### config.mk
export PLATFORM = sky130hd
export DESIGN_NAME = key_encoder
export DESIGN_NICKNAME = d
export VERILOG_FILES = /design/src/rtl/key_encoder_pkg.sv /design/src/rtl/key_debounce.sv /design/src/rtl/key_encoder.sv
export SDC_FILE = /design/constraint.sdc
export NUM_CORES = 1
export LEC_CHECK = 0
export ABC_AREA = 1
export ABC_CLOCK_PERIOD_IN_PS = 1140
export CAP_MARGIN = 5
export CORE_UTILIZATION = 57
export CTS_BUF_LIST = sky130_fd_sc_hd__clkbuf_8 sky130_fd_sc_hd__clkbuf_16
export CTS_CLUSTER_SIZE = 10
export DETAILED_ROUTE_END_ITERATION = 8
export DONT_BUFFER_PORTS = 1
export PLACE_DENSITY_LB_ADDON = 0.1
export SETUP_SLACK_MARGIN = 0.02
export SLEW_MARGIN = 25
export SYNTH_ARGS = -nofsm -noshare
export SYNTH_HDL_FRONTEND = slang
export SYNTH_SLANG_ARGS = --single-unit
### constraint.sdc
create_clock -name clk -period 1.14 [get_ports clk]
set_input_delay 0.342 -clock clk [delete_from_list [all_inputs] [get_ports clk]]
set_output_delay 0.342 -clock clk [all_outputs]
set_load 0.05 [all_outputs]
### src/rtl/key_encoder_pkg.sv
// key_encoder_pkg: shared widths, FSM state type and the priority encoder for
// the active-low key encoder.
//   KEY_W    number of key lines
//   CODE_W   width of the encoded {A,B} code
//   state_e  IDLE / REPORT / RELEASE
//   prio_enc highest-index active-low key wins (bit3 -> 2'b11 ... bit0 -> 2'b00)
package key_encoder_pkg;

  localparam int unsigned KEY_W  = 4;
  localparam int unsigned CODE_W = 2;

  typedef enum logic [1:0] {
    IDLE    = 2'd0,
    REPORT  = 2'd1,
    RELEASE = 2'd2
  } state_e;

  // Returns the code of the highest-index key that is low. An all-high
  // vector also yields 2'b00; callers qualify with "any key pressed".
  function automatic logic [CODE_W-1:0] prio_enc(input logic [KEY_W-1:0] active_low);
    logic [CODE_W-1:0] code;
    if (!active_low[3]) begin
      code = 2'b11;
    end else if (!active_low[2]) begin
      code = 2'b10;
    end else if (!active_low[1]) begin
      code = 2'b01;
    end else begin
      code = 2'b00;
    end
    return code;
  endfunction

endpackage

### src/rtl/key_debounce.sv
// key_debounce: two-flop synchronizer, stability counter and debounced vector
// for the four active-low key lines.
// Ports:
//   clk    system clock, rising edge
//   reset  synchronous active-high reset
//   key_n  raw active-low keys, asynchronous to clk
//   deb_n  debounced active-low key vector (registered)
// A new value reaches deb_n once the synchronized vector has been identical
// for DEBOUNCE_CYCLES consecutive samples.
module key_debounce
  import key_encoder_pkg::*;
#(
  parameter int unsigned DEBOUNCE_CYCLES = 4
) (
  input  logic             clk,
  input  logic             reset,
  input  logic [KEY_W-1:0] key_n,
  output logic [KEY_W-1:0] deb_n
);

  localparam int unsigned     CNT_W   = $clog2(DEBOUNCE_CYCLES);
  localparam logic [CNT_W-1:0] CNT_MAX = CNT_W'(DEBOUNCE_CYCLES - 1);

  logic [KEY_W-1:0] sync1_q, sync2_q;
  logic [KEY_W-1:0] deb_q, deb_d;
  logic [CNT_W-1:0] cnt_q, cnt_d;
  logic             stable;

  // Stability counter: clears on any change between consecutive synced
  // samples, saturates at CNT_MAX; the vector loads on the edge the counter
  // reaches (or sits at) CNT_MAX.
  always_comb begin
    stable = (sync1_q == sync2_q);
    cnt_d  = '0;
    deb_d  = deb_q;
    if (stable) begin
      cnt_d = (cnt_q == CNT_MAX) ? cnt_q : cnt_q + CNT_W'(1);
    end
    if (stable && (cnt_d == CNT_MAX)) begin
      deb_d = sync2_q;
    end
  end

  // Synchronizer, counter and debounced vector registers.
  always_ff @(posedge clk) begin
    if (reset) begin
      sync1_q <= '1;
      sync2_q <= '1;
      cnt_q   <= '0;
      deb_q   <= '1;
    end else begin
      sync1_q <= key_n;
      sync2_q <= sync1_q;
      cnt_q   <= cnt_d;
      deb_q   <= deb_d;
    end
  end

  assign deb_n = deb_q;

endmodule

### src/rtl/key_encoder.sv
// key_encoder: debounces four active-low keys and presents each press as a
// registered 2-bit code {A,B} with a valid/ack handshake.
// Ports:
//   clk    system clock, rising edge
//   reset  synchronous active-high reset
//   key_n  raw active-low keys; bit i pressed = code i
//   ack    consumer accepts the current code
//   A, B   code MSB / LSB (registered)
//   valid  code on A/B is a new, unconsumed press (registered)
//   none   debounced vector is all released (registered)
// Build option: define KEY_REPEAT_EN to enable auto-repeat while the same key
// keeps priority (period set by REPEAT_CYCLES).
module key_encoder
  import key_encoder_pkg::*;
#(
  parameter int unsigned DEBOUNCE_CYCLES = 4
`ifdef KEY_REPEAT_EN
  , parameter int unsigned REPEAT_CYCLES = 8
`endif
) (
  input  logic             clk,
  input  logic             reset,
  input  logic [KEY_W-1:0] key_n,
  input  logic             ack,
  output logic             A,
  output logic             B,
  output logic             valid,
  output logic             none
);

  logic [KEY_W-1:0]  deb_n;
  state_e            state_q, state_d;
  logic [CODE_W-1:0] code_q, code_d;
  logic              valid_q, valid_d;
  logic              none_q, none_d;
  logic              any_pressed;

`ifdef KEY_REPEAT_EN
  localparam int unsigned      REP_W   = $clog2(REPEAT_CYCLES);
  localparam logic [REP_W-1:0] REP_MAX = REP_W'(REPEAT_CYCLES - 1);
  logic [REP_W-1:0] rep_q, rep_d;
`endif

  key_debounce #(
    .DEBOUNCE_CYCLES(DEBOUNCE_CYCLES)
  ) u_debounce (
    .clk   (clk),
    .reset (reset),
    .key_n (key_n),
    .deb_n (deb_n)
  );

  assign any_pressed = ~(&deb_n);

  // Next-state and output logic.
  always_comb begin
    state_d = state_q;
    code_d  = code_q;
    valid_d = valid_q;
    none_d  = &deb_n;
`ifdef KEY_REPEAT_EN
    rep_d   = rep_q;
`endif
    case (state_q)
      IDLE: begin
        if (any_pressed) begin
          code_d  = prio_enc(deb_n);
          valid_d = 1'b1;
          state_d = REPORT;
        end
      end
      REPORT: begin
        // Releasing keys here does not cancel the event; only ack ends it.
        if (ack) begin
          valid_d = 1'b0;
          state_d = RELEASE;
`ifdef KEY_REPEAT_EN
          rep_d   = '0;
`endif
        end
      end
      RELEASE: begin
`ifdef KEY_REPEAT_EN
        if (none_q) begin
          state_d = IDLE;
          rep_d   = '0;
        end else if (any_pressed && (prio_enc(deb_n) == code_q)) begin
          if (rep_q == REP_MAX) begin
            valid_d = 1'b1;
            state_d = REPORT;
          end else begin
            rep_d = rep_q + REP_W'(1);
          end
        end else begin
          rep_d = '0;
        end
`else
        // Other keys pressed while one is still held never raise an event.
        if (none_q) begin
          state_d = IDLE;
        end
`endif
      end
      default: begin
        state_d = IDLE;
      end
    endcase
  end

  // State and output registers.
  always_ff @(posedge clk) begin
    if (reset) begin
      state_q <= IDLE;
      code_q  <= '0;
      valid_q <= 1'b0;
      none_q  <= 1'b1;
    end else begin
      state_q <= state_d;
      code_q  <= code_d;
      valid_q <= valid_d;
      none_q  <= none_d;
    end
  end

`ifdef KEY_REPEAT_EN
  // Auto-repeat hold counter.
  always_ff @(posedge clk) begin
    if (reset) begin
      rep_q <= '0;
    end else begin
      rep_q <= rep_d;
    end
  end
`endif

  assign A     = code_q[1];
  assign B     = code_q[0];
  assign valid = valid_q;
  assign none  = none_q;

endmodule

---- After elaboration in Yosys (flattened, before gate mapping) ----
Index checks and enable logic that the tools add are counted.
cells by class
  bitwise logic cells ..................... 1
  multipliers ............................. 0
  reductions and logical operators ........ 7
  add/subtract/negate cells ............... 1
  eq/ne operators ......................... 8
  shift-type cells ........................ 0
  mux-type cells .......................... 12
  div/mod/pow operators ................... 0
  $lt $le $gt $ge ......................... 0
operators by type and width
  cell                                                                    number
  2-bit two-way mux                                                       7
  2-bit equality test (second input constant)                             3
  2-bit inequality test (second input constant)                           3
  2-bit case mux with 3 select lines                                      1
  3-bit AND reduction                                                     2
  4-bit equality test                                                     1
  4-bit AND reduction                                                     1
  1-bit two-way mux                                                       3
  2-bit by 1-bit adder with 2-bit output (second input constant)          1
  2-bit by 1-bit equality test with 1-bit output (second input constant)  1
  2-bit zero test                                                         1
  1-bit case mux with 2 select lines                                      1
  2-bit AND reduction                                                     1
  2-bit nonzero test                                                      1
  1-bit logical AND                                                       1
  1-bit NOT                                                               1
word-level totals
  ROM bits ................................ 0
  memories ................................ 0
  bits in latches ......................... 0
  word-level logic and storage cells ...... 37
  bits in writable memories ............... 0
  flip-flop bits (word level) ............. 20

---- Longest topological paths before layout ----
Gate-level depths: netlist of the first run.
  depth in word-level cells ............... 5
  gate-level depth with buffers ........... 7
  mapped depth without buffers ............ 7

---- By module ----
Synthesis of the first run repeated with hierarchy kept, for this count alone.
second synthesis, totals
  cells, all modules ...................... 98
  area, all modules ....................... 789.5 um2
modules (own cells, without submodules)
  module        sequential area each (um2)  cells an instance  area an instance (um2)  times used
  key_debounce  280.3                       64                 529.3                   1
  key_encoder   120.1                       34                 260.2                   1

---- Worst setup path after synthesis of the first run ----
OpenSTA, ideal clock, no wires.
  kind .................................... register -> register
  from .................................... register u_debounce.sync2_q[0]
  to ...................................... register u_debounce.deb_q[0], in the netlist u_debounce.deb_n[0]
  data arrival time ....................... 880 ps
  cell stages (with the launch flop) ...... 8
  setup slack ............................. 138 ps
  setup time .............................. 122 ps
  cell sequence ........................... dfxtp_1 -> inv_1 -> nand2_1 -> nand2_1 -> nor2_4 -> nand3_1 -> nand2_1 -> nand3_1
between the ends
  longest elaborated chain between the ends .. 4
ends and longest elaborated chain
  element                 line                source
  from (decl)             key_debounce.sv:24  logic [KEY_W-1:0] sync1_q, sync2_q;
  from (signal assigned)  key_debounce.sv:53  sync2_q <= sync1_q;
  4-bit equality test     key_debounce.sv:33  stable = (sync1_q == sync2_q);
  2-bit two-way mux       key_debounce.sv:36  if (stable) begin
  2-bit equality test     key_debounce.sv:39  if (stable && (cnt_d == CNT_MAX)) begin
  1-bit logical AND       key_debounce.sv:39
  to (signal assigned)    key_debounce.sv:50  deb_q <= '1;
  to (signal assigned)    key_debounce.sv:55  deb_q <= deb_d;
  to (decl)               key_debounce.sv:25  logic [KEY_W-1:0] deb_q, deb_d;
Several ways; a longest one is shown, not always the timed one.
A chain may end at the register's enable or synchronous reset.

---- Worst setup path after layout of the first run ----
  from .................................... register valid_q, in the netlist valid
  to ...................................... output valid
RTL lines
  element                 line                source
  from (decl)             key_encoder.sv:34   logic valid_q, valid_d;
  from (signal assigned)  key_encoder.sv:120  valid_q <= valid_d;
  to (decl)               key_encoder.sv:27   output logic valid,
No word-level cell between the ends.

==> metrics.md, run 1 <==
| Metric | Value |
|---|---|
| Outcome | finished clean |
| Total Routing Usage GR | 22.6% |
| RSZ-0062 raised after global routing | yes |
| Die Ht | 38.6 um |
| WL/cell | 12.3 um |
| DRT Pass-1 Iters | 4 |
| Root buf cell | clkbuf_8 |
| Fin Setup TNS | 0 ns |
| Die span in x | 38.6 um |
| Yosys top cell area share | 52.5% |
| Crit path largest cell delay | 0.33 ns |
| Largest area contributor in the netlist | dfxtp_1 |
| Worst-path fanout max | 2 |
| Hold path start | reset |
| Overall power | 1.57 mW |
| Arr. time, crit path | 0.76 ns |
| Core box area | 1170 um2 |
| Htree depth | 1 |
| DRC Markers | 0 |
| Starting Density | 65.2% |
| DRT antenna net count | 0 |
| Critical Path RT | 0.80 ns |
| CTS tree | yes |
| Endpoints failing setup | 0 |
| Clock transition at path regs | 0.08 ns |
| Max-cap violations | 0 |
| Ant. Diodes | 0 |
| PwrDens | 1650 nW/um2 |
| Hold path depth | 1 |
| Max Freq | 910 MHz |
| Die area | 1490 um2 |
| Fraction of layout cells with a size suffix above 1 | 37.1% |
| CTS Buffer Depth | 2 |
| Postcts setup bufs | 0 |
| CTS hold repair buffers | 0 |
| RD Place Congestion | 0.713 |
| Max-slew headroom | 77.3% |
| Crit path max-delay cell type | dfxtp_1 |
| First-pass GRT wire length | 2170 um |
| TritonCTS Buffers | 3 |
| Class of the worst hold path | in2reg |
| Largest cells by area after synthesis | dfxtp_1 52%, nand2_1 13%, inv_1 6.4% |
| Setup crit end kind | output port |
| Drt initial violations | 16 |
| Vias | 606 |
| Maximum vdd drop | 1430 uV |
| CP Launch Type | register |
| Worst Setup Path Type | reg2out |
| Crit-path cells | buf_6 |
| Routed WL | 1460 um |
| Vias/cell | 5.09 |
| R2R depth | 7 |
| FF+latch count, synth | 20 |
| Synth warn | 0 |
| Seq/Total Area, Yosys | 52.5% |
| Port Buffers | 0 |
| Syn avg cell area | 7.87 um2 |
| Worst path top cell family by delay | flip-flops |
| Reg2Reg Setup Slack | 0.06 ns |
| WHS Endpoint | u_debounce.cnt_q[0] |
| Mapped Cells | 97 |
| Vias in the first global route | 519 |
| Syn_nets | 104 |
| Num Clock Sinks | 20 |
| Hpwl dp | 913 um |
| FF-to-FF End | u_debounce.deb_n[2] |
| Synth unique cells | 16 |
| Hold Fails Final Rpt | 0 |
| Worst-Skew Late Latency | 0.26 ns |
| Fin Hold WS | 0.132 ns |
| Clock skew | 0.00594 ns |
| Antenna violations before repair | 0 |
| Row cnt | 12 |
| Slew Limit Fails | 0 |
| Lkg Pwr | 0.455 nW |
| Largest net degree at the start of global routing | 13 |
| GRT Residual Overflow | 0 |
| Minimum clock period | 1.10 ns |
| Area Overhead vs Synth | 24.3% |
| Fin crit share | 96.4% |
| Syn Std Cell Area | 763 um2 |
| Number of I/O pins | 11 |
| Buf/Inv on CP | 1 |
| Worst R2R Start | u_debounce.sync2_q[1] |
| # nets final | 113 |
| Actual slew at the worst max-slew pin | 0.340 ns |
-- placed cells by master, fill, tap and decap left out, types with 2 or more instances in the layout --
cell type  Yosys  routed
nand3_1        6       4
buf_6          0       5
o21ai_0        3       3
clkbuf_8       0       3
o21ai_2        2       2
a21oi_1        3       3
inv_2          0       2
nand4_1        4       4
or2_2          4       4
nor2_4         2       2
dfxtp_1       20      11
nor2_1         7       6
nor2_2         2       3
dfxtp_2        0       9
nand2_1       27      22
nand2_2        0       5
inv_1         13      11
-- cell families after synthesis --
logic type,share of synthesized area (%)
AND/OR/NAND/NOR,33.9
flip-flops,52.5
AO/OA/AOI/OAI,6.23
buffers and inverters,7.38
-- cell usage after synthesis --
library cell / n
a21oi_1: 3
and2_4: 1
clkbuf_1: 1
clkinv_1: 1
dfxtp_1: 20
inv_1: 13
nand2_1: 27
nand3_1: 6
nand3b_1: 1
nand4_1: 4
nor2_1: 7
nor2_2: 2
nor2_4: 2
o21ai_0: 3
o21ai_2: 2
or2_2: 4
-- flip-flops by register name, indices dropped and copies added, names as in the netlist --
register and cells:
state_q 2, u_debounce.sync2_q 4, u_debounce.deb_n 4, valid 1, none 1, u_debounce.cnt_q 2
u_debounce.sync1_q 4, code_q 2
-- worst max-delay path by stage --
stage | endpoint | cells after the start | slack [ns] | startpoint
global placement | u_debounce.deb_n[1] | 7 | 0.06 | u_debounce.sync2_q[2]
global route | u_debounce.deb_n[0] | 7 | -0.03 | u_debounce.sync2_q[2]
floorplan | u_debounce.deb_n[0] | 7 | 0.14 | u_debounce.sync2_q[0]
finish | valid | 1 | 0.04 | valid
detailed placement | u_debounce.deb_n[0] | 7 | 0.03 | u_debounce.sync2_q[2]
CTS | none | 1 | 0.03 | none
-- per-stage QoR --
stage / instance area (um2) / utilization (%) / instances / worst slack (ns)
floorplan: 763 / - / 97 / 0.138
detailed placement: 815 / 69.6 / 115 / 0.0315
global placement: 815 / 69.6 / 115 / 0.0646
finish: 948 / 81.0 / 119 / 0.0414
global route: 948 / 81.0 / 119 / -0.0263
CTS: 898 / 76.7 / 119 / 0.0251
-- power breakdown --
part	switching, mW	internal, mW	total [mW]	leakage (nW)
Sequential	0.0153	0.722	0.738	0.161
Combinational	0.0736	0.0485	0.122	0.258
Clock	0.240	0.469	0.709	0.0357
-- repair_timing --
action,in CTS,in global routing
endpoints found under the setup margin,3,11
pin swaps,0,9
gates cloned,0,0
gates resized for setup,3,22
-- layer usage --
layer	GRT usage, %	vias to the layer above	share of wire (%)
met5	0	-	0
li1	-	318	-
met3	5.20	5	3.8
met4	15.5	0	2.5
met1	28.6	270	48
met2	33.8	13	46
-- final cells by class --
type / instances / area [um2]
inverters: 14 / 52.6
flip-flops and latches: 20 / 412
fillers: 70 / 223
well taps: 14 / 17.5
multi-input cells: 62 / 339
clock inverters: 1 / 30.0
clock buffers: 3 / 41.3
repair buffers: 5 / 56.3
(Power assumes the default switching activity.)
==> run 2, diff against run 1 <==
- ABC_AREA: 1 -> not set
- CORE_AREA: not set -> 2 2 39 41
- CORE_UTILIZATION: 57 -> not set
- DIE_AREA: not set -> 0 0 41 43
==> run 2 against run 1 <==
Effect of this change: the flow now finishes with violations (setup timing); worst hold slack improved by 0.017 ns; synthesized cell count fell by 27%; total power decreased by 15%; largest power group unchanged.
==> metrics.md, run 2 <==
| Metric | Value |
|---|---|
| FF+latch count, synth | 20 (unchanged) |
| Seq/Total Area, Yosys | 57.2% (+4.8 points) |
| Max Freq | 808 MHz (-11%) |
| Post-synth top cells | 20 x dfxtp_1, 9 x nor2_1, 8 x nand2_1, 8 x or2_2 |
| DRT Pass-1 Iters | 3 (-1) |
| FILL cells | 108 (+54%) |
| Fraction of layout cells with a size suffix above 1 | 40.5% (+3.4 points) |
| Most frequent cell after synthesis | dfxtp_1 |
| Place WS | -0.114 ns (-0.145 ns) |
| Slew Limit Fails | 0 (unchanged) |
| Vias/cell | 5.00 (-1.8%) |
| Fin Hold WS | 0.149 ns (+0.0169 ns) |
| Starting Density | 50.5% (-15 points) |
| Area Overhead vs Synth | 22.2% |
| Worst Setup Path Type | reg2reg |
| Endpoints failing setup | 4 (+4) |
| Leading cell type in the layout, fill and taps excluded | dfxtp_1 |
| Largest net degree at the start of global routing | 21 (+8) |
| Syn avg cell area | 9.85 um2 (+25%) |
| First-pass GRT wire length | 1920 um (-12%) |
| Final worst setup slack | -0.0971 ns (-0.138 ns) |
| Critical Path RT | 1.28 ns (+0.48 ns) |
| Htree depth | 1 (unchanged) |
| Crit path largest cell delay | 0.33 ns (about the same) |
| Synth unique cells | 20 (+4) |
| Fin crit share | 109% (+12 points) |
| Crit-path cells | xnor2_2, nand4_2, or2_4, a211o_1 |
| Vias in the first global route | 475 (-8.5%) |
| # nets final | 87 (-23%) |
| Number of I/O pins | 11 (unchanged) |
| Die span in x | 41 um (+6.2%) |
| Outcome | complete, but fails checks |
| TritonCTS Buffers | 3 (unchanged) |
| Most used DFF post-synth | dfxtp_1 |
| WL/cell | 11.9 um (-3.7%) |
| Failing checks | setup timing |
| Postcts setup bufs | 0 (unchanged) |
| Synth warn | 0 (unchanged) |
| EDFF count, synth | 0 (unchanged) |
| Die area | 1760 um2 (+18%) |
| Clock transition at path regs | 0.07 ns (about the same) |
| Mapped Cells | 71 (-27%) |
| Port Buffers | 0 (unchanged) |
| Yosys top cell area share | 57.2% (+4.8 points) |
| Class of the worst hold path | in2reg |
| RSZ-0062 raised after global routing | yes |
| RD Place Congestion | 0.760 (+6.7%) |
| Hold Fails Final Rpt | 0 (unchanged) |
| Core box area | 1380 um2 (+18%) |
| Cells after DPL | 91 (-21%) |
| CTS tree | yes |
| Setup crit end kind | register |
| Routed WL | 1130 um (-23%) |
| Total Routing Usage GR | 16.6% (-6.0 points) |
| Ant. Diodes | 0 (unchanged) |
| Max-slew headroom | 89.0% (+12 points) |
| Largest cells by area after synthesis | dfxtp_1 57%, or2_2 7.2%, a211o_1 5.0% |
| CP Launch Type | register |
| CTS hold repair buffers | 0 (unchanged) |
| Syn Std Cell Area | 699 um2 (-8.4%) |
| Minimum clock period | 1.24 ns (+0.138 ns) |
| Worst-path fanout max | 4 (+2) |
| Vias | 475 (-22%) |
| Syn_nets | 78 (-25%) |
| Actual slew at the worst max-slew pin | 0.164 ns (-0.175 ns) |
| Lkg Pwr | 0.348 nW (-23%) |
| DRT antenna net count | 0 (unchanged) |
| Hpwl dp | 744 um (-19%) |
| Arr. time, crit path | 1.38 ns (+0.62 ns) |
| Antenna violations before repair | 0 (unchanged) |
| Share of synthesized registers carrying an async set or reset | 0% (unchanged) |
| Clock skew | 0.00477 ns (-0.00117 ns) |
| Commonest cells after routing, fill and taps aside | 13 x dfxtp_1, 9 x nor2_1, 8 x nand2_1, 8 x or2_2, 7 x dfxtp_2 |
| Fin cells | 95 (-20%) |
| Row cnt | 14 (+2) |
| Max-cap violations | 0 (unchanged) |
| Drt initial violations | 4 (-12) |
| PwrDens | 1560 nW/um2 (-5.6%) |
| Largest area contributor in the netlist | dfxtp_1 |
| DRC Markers | 0 (unchanged) |
| Die Ht | 43 um (+11%) |
| GRT Residual Overflow | 0 (unchanged) |
| Worst-Skew Late Latency | 0.25 ns (about the same) |
| Root buf cell | clkbuf_8 |
| Crit path max-delay cell type | dfxtp_2 |
| Maximum vdd drop | 1040 uV (-27%) |
| CTS Buffer Depth | 2 (unchanged) |
| Num Clock Sinks | 20 (unchanged) |
[run 2: final cells by class]
cell class,count,area [um2],share of cell area (%)
multi-input cells,47,314,36.7
flip-flops and latches,20,409,47.9
inverters,2,7.51,0.878
well taps,16,20.0,2.34
clock buffers,4,55.1,6.44
repair buffers,6,48.8,5.71
[run 2: layer usage]
metal / GRT usage (%) / part of all wire (%)
met4: 10.0 / 2.0
met3: 4.71 / 2.8
met1: 23.8 / 51
met2: 21.6 / 44
met5: 0 / 0
[run 2: final timing paths]
path                               from                  end  slack (ns)  cells after the start
setup / recovery  u_debounce.sync1_q[2]  u_debounce.deb_n[0]        -0.1                      4
hold / removal                    reset                valid        0.15                      1
setup reg to reg  u_debounce.sync1_q[2]  u_debounce.deb_n[0]        -0.1                      4
hold reg to reg     u_debounce.cnt_q[0]  u_debounce.cnt_q[0]        0.45                      1
[run 2: timing repair]
| action | in CTS | in global routing |
|---|---|---|
| gates cloned | 0 | 0 |
| setup endpoints to repair | 4 | 5 |
| gates resized for setup | 3 | 2 |
| pin swaps | 4 | 0 |
[run 2: cell families after synthesis]
logic type | after synthesis | share of synthesized area, %
simple gates | 32 | 24.2
buf+inv | 4 | 2.15
compound gates | 10 | 10.0
mux | 1 | 1.43
flops | 20 | 57.2
xor+xnor | 4 | 5.01
[run 2: report_power, final]
group	switching, mW	internal (mW)
logic	0.0334	0.0423
clock network	0.215	0.307
registers	0.0157	0.721
[run 2: worst max-delay path: cells and delay by family, from the launching register on]
kind	cells	cell delay, ns
simple gates	2	0.38
flops	1	0.33
compound gates	1	0.25
xor+xnor	1	0.16
[run 2: metrics by stage]
| step | instance area (um2) | power (mW) | utilization [%] | TNS (ns) |
|---|---|---|---|---|
| floorplan | 727 | 0.812 | - | -0.584 |
| global placement | 785 | 0.822 | 56.7 | -0.430 |
| detailed placement | 785 | 0.823 | 56.7 | -0.436 |
| CTS | 850 | 1.35 | 61.4 | -0.410 |
| global route | 855 | 1.38 | 61.8 | -0.570 |
| finish | 855 | 1.33 | 61.8 | -0.370 |
